File: config.mk
export PLATFORM = sky130hd
export DESIGN_NAME = ctx_seq_flat
export DESIGN_NICKNAME = d
export VERILOG_FILES = /design/src/rtl/ctx_seq_if.sv /design/src/rtl/ctx_seq.sv /design/src/flat_wrapper.sv
export SDC_FILE = /design/constraint.sdc
export NUM_CORES = 1
export LEC_CHECK = 0
export BUFFER_PORTS_ARGS = -buffer_cell sky130_fd_sc_hd__buf_2
export CORE_AREA = 2 2 100 102
export DETAILED_ROUTE_END_ITERATION = 7
export DIE_AREA = 0 0 102 104
export PLACE_DENSITY = 0.84
export SLEW_MARGIN = 40
export SYNTH_ARGS = -nofsm -noshare
export SYNTH_HDL_FRONTEND = slang
export SYNTH_SLANG_ARGS = --single-unit
export TNS_END_PERCENT = 10
File: constraint.sdc
create_clock -name clk -period 6.1 [get_ports clk]
set_input_delay 0.305 -clock clk [delete_from_list [all_inputs] [get_ports clk]]
set_output_delay 0.305 -clock clk [all_outputs]
set_load 0.005 [all_outputs]
File: src/rtl/ctx_seq_if.sv
// ctx_seq_if: bus between the context sequencer and the core.
//   state_mode  decoder mode request (0 IMEM, 1 CALL, 2 RET, 3 reserved)
//   sc          sequence count back to the decoder (0..16)
//   stall       freezes PC and core-issued writes while high
//   rf_*        register-file port owned by the sequencer (rf_rdata is combinational)
//   dmem_*      data-memory request port (dmem_rdata is combinational)
//   sp, err     current stack pointer and sticky stack-bound violation
// master modport: the sequencer. slave modport: the core / memories.
interface ctx_seq_if;
    logic [1:0]  state_mode;
    logic [7:0]  sc;
    logic        stall;
    logic [3:0]  rf_addr;
    logic [31:0] rf_rdata;
    logic [31:0] rf_wdata;
    logic        rf_we;
    logic [31:0] dmem_addr;
    logic [31:0] dmem_wdata;
    logic [31:0] dmem_rdata;
    logic        dmem_we;
    logic [31:0] sp;
    logic        err;

    modport master (
        input  state_mode, rf_rdata, dmem_rdata,
        output sc, stall, rf_addr, rf_wdata, rf_we, dmem_addr, dmem_wdata, dmem_we, sp, err
    );

    modport slave (
        output state_mode, rf_rdata, dmem_rdata,
        input  sc, stall, rf_addr, rf_wdata, rf_we, dmem_addr, dmem_wdata, dmem_we, sp, err
    );
endinterface

File: src/rtl/ctx_seq.sv
// ctx_seq: saves r0..r15 below the stack pointer on CALL and restores them on RET.
//   clk    rising-edge clock
//   rst_n  asynchronous active-low reset
//   bus    ctx_seq_if.master: state_mode in, sc/stall/sp/err out, register-file
//          and data-memory ports driven by the sequencer
// Optional macro CTX_STACK_CHECK_EN: a CALL whose frame would fall below
// STACK_LIMIT, or a RET whose frame would rise above SP_RESET, is aborted
// (one DONE cycle, no writes, sp kept) and sets the sticky err flag.
// Without it err is tied low and sp wraps modulo 2^32.
module ctx_seq #(
    parameter logic [31:0] SP_RESET    = 32'h0000_FF00,
    parameter logic [31:0] STACK_LIMIT = 32'h0000_F000
) (
    input  logic       clk,
    input  logic       rst_n,
    ctx_seq_if.master  bus
);
`ifdef CTX_STACK_CHECK_EN
    localparam bit CHECK = 1'b1;
`else
    localparam bit CHECK = 1'b0;
`endif

    typedef enum logic [1:0] {IDLE, SAVE, RESTORE, DONE} state_t;
    typedef enum logic [1:0] {SP_KEEP, SP_DEC, SP_INC} sp_op_t;

    state_t      state, state_nx;
    sp_op_t      op, op_nx;
    logic [7:0]  sc, sc_nx;
    logic [31:0] sp, sp_nx;
    logic        err, err_nx;
    logic        save_bad, rest_bad;
    logic        saving, restoring;
    logic [31:0] offs;

    // 33-bit compares so a frame crossing 0 or 2^32 still counts as out of bounds
    assign save_bad = CHECK && ({1'b0, sp} < {1'b0, STACK_LIMIT} + 33'd64);
    assign rest_bad = CHECK && ({1'b0, sp} + 33'd64 > {1'b0, SP_RESET});

    always_ff @(posedge clk or negedge rst_n) begin
        if (!rst_n) begin
            state <= IDLE;
            sc    <= 8'd0;
            sp    <= SP_RESET;
            err   <= 1'b0;
            op    <= SP_KEEP;
        end else begin
            state <= state_nx;
            sc    <= sc_nx;
            sp    <= sp_nx;
            err   <= err_nx;
            op    <= op_nx;
        end
    end

    // op remembers which sp adjustment the DONE cycle owes; an aborted
    // request goes straight to DONE with SP_KEEP so it still shows sc=16
    always_comb begin
        state_nx = state;
        sc_nx    = sc;
        sp_nx    = sp;
        err_nx   = err;
        op_nx    = op;
        case (state)
            IDLE: begin
                if (bus.state_mode == 2'd1) begin
                    state_nx = save_bad ? DONE : SAVE;
                    sc_nx    = save_bad ? 8'd16 : 8'd0;
                    op_nx    = save_bad ? SP_KEEP : SP_DEC;
                    err_nx   = err | save_bad;
                end else if (bus.state_mode == 2'd2) begin
                    state_nx = rest_bad ? DONE : RESTORE;
                    sc_nx    = rest_bad ? 8'd16 : 8'd0;
                    op_nx    = rest_bad ? SP_KEEP : SP_INC;
                    err_nx   = err | rest_bad;
                end
            end
            SAVE, RESTORE: begin
                sc_nx    = sc + 8'd1;
                state_nx = (sc == 8'd15) ? DONE : state;
            end
            DONE: begin
                state_nx = IDLE;
                sc_nx    = 8'd0;
                sp_nx    = (op == SP_DEC) ? sp - 32'd64 : (op == SP_INC) ? sp + 32'd64 : sp;
                op_nx    = SP_KEEP;
            end
            default: state_nx = IDLE;
        endcase
    end

    assign saving    = (state == SAVE);
    assign restoring = (state == RESTORE);
    assign offs      = 32'({sc, 2'b00});

    // SAVE fills the frame sp-64..sp-4 that sp will point to after DONE;
    // RESTORE reads the frame sp..sp+60 that sp leaves behind
    assign bus.rf_addr    = (saving || restoring) ? sc[3:0] : 4'd0;
    assign bus.dmem_addr  = saving ? sp - 32'd64 + offs : restoring ? sp + offs : 32'd0;
    assign bus.dmem_wdata = saving ? bus.rf_rdata : 32'd0;
    assign bus.dmem_we    = saving;
    assign bus.rf_wdata   = restoring ? bus.dmem_rdata : 32'd0;
    assign bus.rf_we      = restoring;
    assign bus.sc         = sc;
    assign bus.stall      = (state != IDLE);
    assign bus.sp         = sp;
    assign bus.err        = CHECK && err;
endmodule

File: src/flat_wrapper.sv
// flat-port wrapper written by rule: the top's interface ports become plain ports
module ctx_seq_flat 
#(
    parameter logic [31:0] SP_RESET    = 32'h0000_FF00,
    parameter logic [31:0] STACK_LIMIT = 32'h0000_F000
)
  (clk, rst_n, bus_state_mode, bus_rf_rdata, bus_dmem_rdata, bus_sc, bus_stall, bus_rf_addr, bus_rf_wdata, bus_rf_we, bus_dmem_addr, bus_dmem_wdata, bus_dmem_we, bus_sp, bus_err);
  ctx_seq_if bus_i ();
  input  logic clk;
  input  logic rst_n;
  input wire logic [$bits(bus_i.state_mode)-1:0] bus_state_mode;
  input wire logic [$bits(bus_i.rf_rdata)-1:0] bus_rf_rdata;
  input wire logic [$bits(bus_i.dmem_rdata)-1:0] bus_dmem_rdata;
  output wire logic [$bits(bus_i.sc)-1:0] bus_sc;
  output wire logic [$bits(bus_i.stall)-1:0] bus_stall;
  output wire logic [$bits(bus_i.rf_addr)-1:0] bus_rf_addr;
  output wire logic [$bits(bus_i.rf_wdata)-1:0] bus_rf_wdata;
  output wire logic [$bits(bus_i.rf_we)-1:0] bus_rf_we;
  output wire logic [$bits(bus_i.dmem_addr)-1:0] bus_dmem_addr;
  output wire logic [$bits(bus_i.dmem_wdata)-1:0] bus_dmem_wdata;
  output wire logic [$bits(bus_i.dmem_we)-1:0] bus_dmem_we;
  output wire logic [$bits(bus_i.sp)-1:0] bus_sp;
  output wire logic [$bits(bus_i.err)-1:0] bus_err;
  assign bus_i.state_mode = bus_state_mode;
  assign bus_i.rf_rdata = bus_rf_rdata;
  assign bus_i.dmem_rdata = bus_dmem_rdata;
  assign bus_sc = bus_i.sc;
  assign bus_stall = bus_i.stall;
  assign bus_rf_addr = bus_i.rf_addr;
  assign bus_rf_wdata = bus_i.rf_wdata;
  assign bus_rf_we = bus_i.rf_we;
  assign bus_dmem_addr = bus_i.dmem_addr;
  assign bus_dmem_wdata = bus_i.dmem_wdata;
  assign bus_dmem_we = bus_i.dmem_we;
  assign bus_sp = bus_i.sp;
  assign bus_err = bus_i.err;
  ctx_seq #(.SP_RESET(SP_RESET), .STACK_LIMIT(STACK_LIMIT)) u_core (.clk(clk), .rst_n(rst_n), .bus(bus_i));
endmodule
==> metrics.yaml, run 1 <==
timing:
  tns_ns: 0
  drv_slew: 0
  finalHoldViolCount: 0
  fin_crit_ns: 4.25
  relSlewSlack: 0.432
  rsz0062_at_grt: "no"
  finalSetupViolCount: 0
  worst_pin_slew_ns: 0.851
  fin_crit_sh: 0.696
  clock.fmax_mhz: 235
  finClkSkew_ns: 0.0132
synthesis:
  yosys-mux-area-fraction: 0.0126
  ys_seq_elements: 38
  synth_edf_count: 0
  syn_inst: 690
  seq_area_frac_synth: 0.194
  synth_fa_ha_area_frac: 0.0510
  synth-compound-area-share: 0.189
  synth_area_leaders: "dfrtp_1 15%, and2_1 9.0%, xnor2_1 6.5%, nor2_1 4.8%, xor2_1 4.8%"
  synth_xor_area_frac: 0.113
  synth_top_area_share: 0.151
  yosysTopAreaCell: "dfrtp_1"
  synth_top_family_by_area: "simple AND/OR/NAND/NOR gates"
  async_reset_ff_frac: 1.00
  netlist_area_sq_um: 4960
  syn_area_per_cell_sq_um: 7.18
  yosys_warnings: 0
  ys_types: 71
  yosys_most_used_dff: "dfrtp_1"
  synth-simple-area-share: 0.366
clocking:
  root_buffer: "clkbuf_8"
  postCtsResizedCells: 0
  clk_path_buf_depth: 2
  post_cts_buffers: 0
  numCtsBuffers: 5
  clkTransAtPathRegs_ns: 0.09
  clkSinkCount: 38
  h-tree-depth: 2
  cts-hold-fix-buffers: 1
  cts_tree: "yes"
  insertion_delay_ns: 0.31
pwr:
  seqPwrFrac: 0.241
  p_per_area_nw_per_um2: 403
  netSwitchingFraction: 0.535
  p_sw_mw: 1.30
  clock_power_share: 0.083
  p_int_mw: 1.13
  power.leakage_nw: 2.90
  power_frac_comb: 0.676
  peakVddDrop_uv: 228
route:
  route.detailed.drc: 0
  wirelength_um: 16300
  avgViaCountPerCell: 5.77
  drt_iter0_drc: 583
  wl_met2_um: 7830
  antenna_left: 0
  drt-wirelength-per-cell_um: 16.5
  first_pass_iters: 5
  highest_layer: "met4"
  dr_total_vias: 5668
  met3_length_um: 1310
  drt-met1-wl_um: 6840
final_layout:
  syn_to_final_growth_pct: 21.7
  n_antenna_cell: 0
  n_fill_cell: 937
  final_util: 0.632
  layoutNonFillerInstCount: 983
  fin_nets: 936
  drive_gt1_frac: 0.289
place:
  routabilityCongestion: 0.929
  portBuffers: 202
  dp_hpwl_um: 11800
  place_inst: 974
worst_hold_path:
  hold_class: "primary input to register"
grt:
  grt_pass1_wl_um: 25800
  grt_pass1_vias: 5185
  antenna_found_initial: 0
  track_usage: 0.297
  overflow: 0
  grt_max_degree: 52
floorplanning:
  die_h_um: 104
  coreArea_sq_um: 9550
  die_area_sq_um: 10600
  fp.dieW_um: 102
  start_util: 0.519
  num_rows: 36
  io_pins: 212
critical_path:
  path_class: "register to primary output"
  cpLargestDelayFamily: "simple AND/OR/NAND/NOR gates"
  max_stage_delay_ns: 0.61
  crit_fanout: 9
  required_ns: 5.79
  arrival_ns: 3.94
  cp_slowest_cell: "nor4_2"
  crit_buf_inv: 2
  crit_path_cell_trace: "inv_1, ha_1, nor4b_4, nand2_1, nor4_1, a2bb2oi_1, nor4_2, mux2_2, a221oi_1, a21oi_1, buf_2"
  endpoint_kind: "primary output"
  worst_setup_path_start_kind: "register"
job:
  drv_cap: 0
status:
  status: "finished clean"
-- state kept, by name, indices dropped and copies added, names as in the netlist --
register	count
u_core.op	2
u_core.bus.sp	26
u_core.bus.sc	8
u_core.state	2
-- through the flow --
stage	hold slack, ns	total power [mW]	worst slack [ns]	area, sq um
floorplan	0.00941	1.66	2.68	4990
global placement	0.477	2.17	2.26	5910
detailed placement	0.320	2.20	2.23	5930
CTS	0.262	2.41	1.90	6030
global route	0.269	2.63	1.57	6030
finish	0.262	2.43	1.85	6030
-- kinds of logic (layout without fill, tap and decap cells) --
logic type               count (synthesis)  after routing
AO/OA/AOI/OAI                          146            146
XOR/XNOR                                64             64
adder cells (fa/ha/maj)                 19             19
buffers and inverters                   84            236
flip-flops                              38             38
multiplexers                             6              6
other                                    1              9
AND/OR/NAND/NOR                        332            332
-- layout by cell type (no fill, tap or decap), types with 8 or more instances in the layout --
cell      Yosys  layout
and2_1       71      71
o22ai_1      13      13
nor3_1       27      27
nand2b_1      9       9
o21ai_0      30      30
nor4_1       10      10
nand3_1      25      25
ha_1         17      16
a21oi_1      37      37
inv_1        19      19
xnor2_1      37      37
dfstp_2       8       8
nand2_1      58      57
conb_1        1       9
a21o_1        8       8
dfrtp_1      30      30
nand4_1       8       8
buf_2         2     201
xor2_1       27      27
nor2_1       64      64
and3_1       13      13
-- cells in the mapped netlist, types with 10 or more instances --
cell / count
o21ai_0: 30
nand2_1: 58
and2_1: 71
and3_1: 13
o22ai_1: 13
dfrtp_1: 30
nand3_1: 25
xnor2_1: 37
a21oi_1: 37
clkbuf_1: 44
ha_1: 17
nor2_1: 64
buf_4: 10
xor2_1: 27
nor3_1: 27
inv_1: 19
nor4_1: 10
-- layer usage --
metal | GRT usage | vias to the layer above
li1 | - | 2698
met2 | 0.490 | 296
met5 | 0 | -
met4 | 0.0743 | 0
met1 | 0.412 | 2643
met3 | 0.0323 | 31
-- power groups by stage --
stage	clock network, mW	registers [mW]	logic (mW)
4_1_cts	0.200	0.578	1.63
5_1_grt	0.210	0.609	1.81
3_3_place_gp	0	0.577	1.59
6_report	0.201	0.587	1.65
3_5_place_dp	0	0.584	1.62
2_1_floorplan	0	0.424	1.23
-- final timing paths --
| kind | start | to | slack [ns] | cells after the start |
|---|---|---|---|---|
| worst max-delay path | u_core.bus.sp[6] | bus_dmem_addr[25] | 1.85 | 11 |
| worst max register to register | u_core.bus.sp[16] | u_core.bus.sp[31] | 2.86 | 8 |
| min in group asynchronous | rst_n | u_core.bus.sp[18] | 0.51 | 2 |
| worst min register to register | u_core.op[1] | u_core.op[1] | 0.52 | 1 |
| max in group asynchronous | rst_n | u_core.bus.sp[12] | 5.21 | 2 |
| worst min-delay path | bus_state_mode[0] | u_core.op[0] | 0.26 | 3 |
-- area by class of cell --
cell class              count  area (sq um)  share of cell area
clock buffers               6          82.6              0.0137
clock inverters             2          12.5             0.00207
inverters                  21          78.8              0.0131
multi-input cells         576          3680               0.610
flip-flops and latches     38           961               0.159
well taps                 133           166              0.0276
repair buffers            207          1050               0.175
-- worst min-delay path, delay by kind of cell --
kind	cells	cell delay [ns]
and+or+nand+nor	1	0.05
AOI/OAI and AO/OA	1	0.07
buffers and inverters	1	0.11
No activity file was read; power rests on OpenSTA's default activity.
==> inputs of run 2 (changes only) <==
- CORE_AREA: 2 2 100 102 -> 2 2 108 110
- DIE_AREA: 0 0 102 104 -> 0 0 110 112
- PLACE_DENSITY: 0.84 -> 0.76
- clock period: 6.1 -> 3.6 ns (I/O delays scaled with it)
==> run 2 against run 1 <==
Net effect: register-to-register slack got worse by 2.1 ns; worst setup slack worse by 1.7 ns; count of clock-buffer cells in the layout shrank 1; combinational power grew 98%; first-iteration DRC count down 2.1%; sequential power increased by 42%; die area rose by 16%; routed wire length rose by 5.8%; clock power grew to 3.0 times the previous value.
==> metrics.yaml, run 2 (synthesis results as in run 1) <==
final_layout:
  multi_input_area_sq_um: 3750  # +1.9%
  n_fill_cell: 1082  # +15%
  layout_commonest_cell: "buf_2"
  top_register: "u_core.bus.sp"
  layoutNonFillerInstCount: 1032  # +5.0%
  reg.largest.list: "u_core.bus.sp x26, u_core.bus.sc x8"
  syn_to_final_growth_pct: 31.3
  final_cell_mix: "201 x buf_2, 71 x and2_1, 64 x nor2_1, 58 x nand2_1, 44 x buf_4"
  drive_gt1_frac: 0.333  # +0.0435
  final_util: 0.582  # -0.0493
  n_antenna_cell: 0  # unchanged
  seqCellArea_sq_um: 961  # unchanged
  fin_nets: 975  # +4.2%
  largest_reg_flops: 26  # unchanged
clocking:
  clk_path_buf_depth: 2  # unchanged
  cts_tree: "yes"
  h-tree-depth: 2  # unchanged
  root_buffer: "clkbuf_16"
  insertion_delay_ns: 0.29  # -0.02 ns
  numCtsBuffers: 5  # unchanged
  clkTransAtPathRegs_ns: 0.06  # -0.03 ns
  clkSinkCount: 38  # unchanged
floorplanning:
  fp.dieW_um: 110  # +7.8%
  start_util: 0.444  # -0.0755
  die_area_sq_um: 12300  # +16%
  coreArea_sq_um: 11200  # +17%
  io_pins: 212  # unchanged
  die_h_um: 112  # +7.7%
  num_rows: 39  # +8.3%
timing:
  finClkSkew_ns: 0.00533  # -0.00786 ns
  worst_pin_slew_ns: 0.845  # -0.00547 ns
  fin_crit_ns: 3.44
  hold_slack_ns: 0.174  # -0.0874 ns
  fin_crit_sh: 0.955
  relSlewSlack: 0.436  # +0.00427
  drv_slew: 0  # unchanged
  clock.fmax_mhz: 291
  finalSetupViolCount: 0  # unchanged
  finalHoldViolCount: 0  # unchanged
  post-route-worst-setup-slack_ns: 0.163  # -1.69 ns
route:
  drt-wirelength-per-cell_um: 16.7  # +0.79%
  dr_total_vias: 5763  # +1.7%
  route.detailed.drc: 0  # unchanged
  antenna_left: 0  # unchanged
  avgViaCountPerCell: 5.58  # -3.2%
  wirelength_um: 17200  # +5.8%
  first_pass_iters: 5  # unchanged
  drt_iter0_drc: 571  # -2.1%
pwr:
  peakVddDrop_uv: 451  # +98%
  p_total_mw: 4.69  # +93%
  p_per_area_nw_per_um2: 721  # +79%
  power.leakage_nw: 3.16  # +9.0%
critical_path:
  cp_common_cell: "nor4_4"
  required_ns: 3.42  # -2.37 ns
  crit_path_cell_trace: "buf_4, or3_4, nor4_4, mux2i_2, nor2_1, nor4_4, mux2_2, a221oi_2, a21oi_1, buf_2"
  endpoint_kind: "primary output"
  arrival_ns: 3.26  # -0.68 ns
  path_class: "register to primary output"
  worst_setup_path_start_kind: "register"
  cp_slowest_cell: "or3_4"
  max_stage_delay_ns: 0.40  # -0.21 ns
  crit_fanout: 9  # unchanged
place:
  place_inst: 1017  # +4.4%
  dp_hpwl_um: 12800  # +8.1%
  portBuffers: 202  # unchanged
  routabilityCongestion: 1.01  # +9.1%
  place_ws_ns: 0.325  # -1.90 ns
grt:
  grt_pass1_wl_um: 27400  # +6.2%
  grt_pass1_vias: 5395  # +4.1%
  grt_max_degree: 52  # unchanged
  overflow: 0  # unchanged
  track_usage: 0.277  # -0.0196
  antenna_found_initial: 0  # unchanged
job:
  drv_cap: 0  # unchanged
worst_hold_path:
  hold_class: "primary input to register"
status:
  status: "finished clean"
## run 2: cell types whose count changed in the layout (fill, tap and decap cells not counted), sizes merged
cell      before  now
buf          206  245
bufinv         0    2
clkbuf         6    5
clkinvlp       1    0
## run 2: final timing paths
check                           slack (ns)                end  cells past startpoint               from
max in group asynchronous             2.80  u_core.bus.sp[12]                      2              rst_n
worst max-delay path                  0.16  bus_dmem_addr[25]                     10   u_core.bus.sp[8]
min in group asynchronous             0.42  u_core.bus.sp[18]                      2              rst_n
worst max register to register        0.73  u_core.bus.sp[31]                      8  u_core.bus.sp[16]
worst min-delay path                  0.17       u_core.op[0]                      3  bus_state_mode[0]
worst min register to register        0.49       u_core.op[1]                      1       u_core.op[1]
## run 2: layout make-up
cell class	count	share of cell area
multi-input cells	576	0.576
repair buffers	246	0.207
flip-flops and latches	38	0.148
well taps	143	0.0275
clock buffers	5	0.0192
inverters	21	0.0121
clock inverters	3	0.0106
## run 2: what timing repair did
| action | in CTS | in global routing |
|---|---|---|
| gates resized for setup | 0 | 18 |
| setup buffers | 0 | 6 |
| hold endpoints to repair | 30 | 0 |
| setup endpoints to repair | 0 | 13 |
| hold buffers | 1 | 0 |
## run 2: worst max-delay path: cells and delay by family (launching register included)
| kind | cells | cell delay [ns] |
|---|---|---|
| muxes | 2 | 0.76 |
| AOI/OAI and AO/OA | 2 | 0.31 |
| and+or+nand+nor | 4 | 1.19 |
| DFF | 1 | 0.39 |
| buffers and inverters | 2 | 0.31 |
## run 2: stage by stage
step                area [sq um]  setup TNS (ns)
global route                6510        -0.00988
floorplan                   4990               0
CTS                         6380               0
global placement            6170               0
finish                      6510               0
detailed placement          6170               0
## run 2: where the power goes
part	total (mW)	switching [mW]	leakage [nW]	internal (mW)
clock	0.593	0.195	0.0940	0.399
combinational	3.26	1.88	2.59	1.39
sequential	0.836	0.251	0.478	0.585
## run 2: routing by layer
| layer | GRT usage | routed length (um) |
|---|---|---|
| met1 | 0.392 | 7410 |
| met2 | 0.419 | 7800 |
| met3 | 0.0562 | 1580 |
| met4 | 0.0920 | 420 |
| met5 | 0 | 0 |
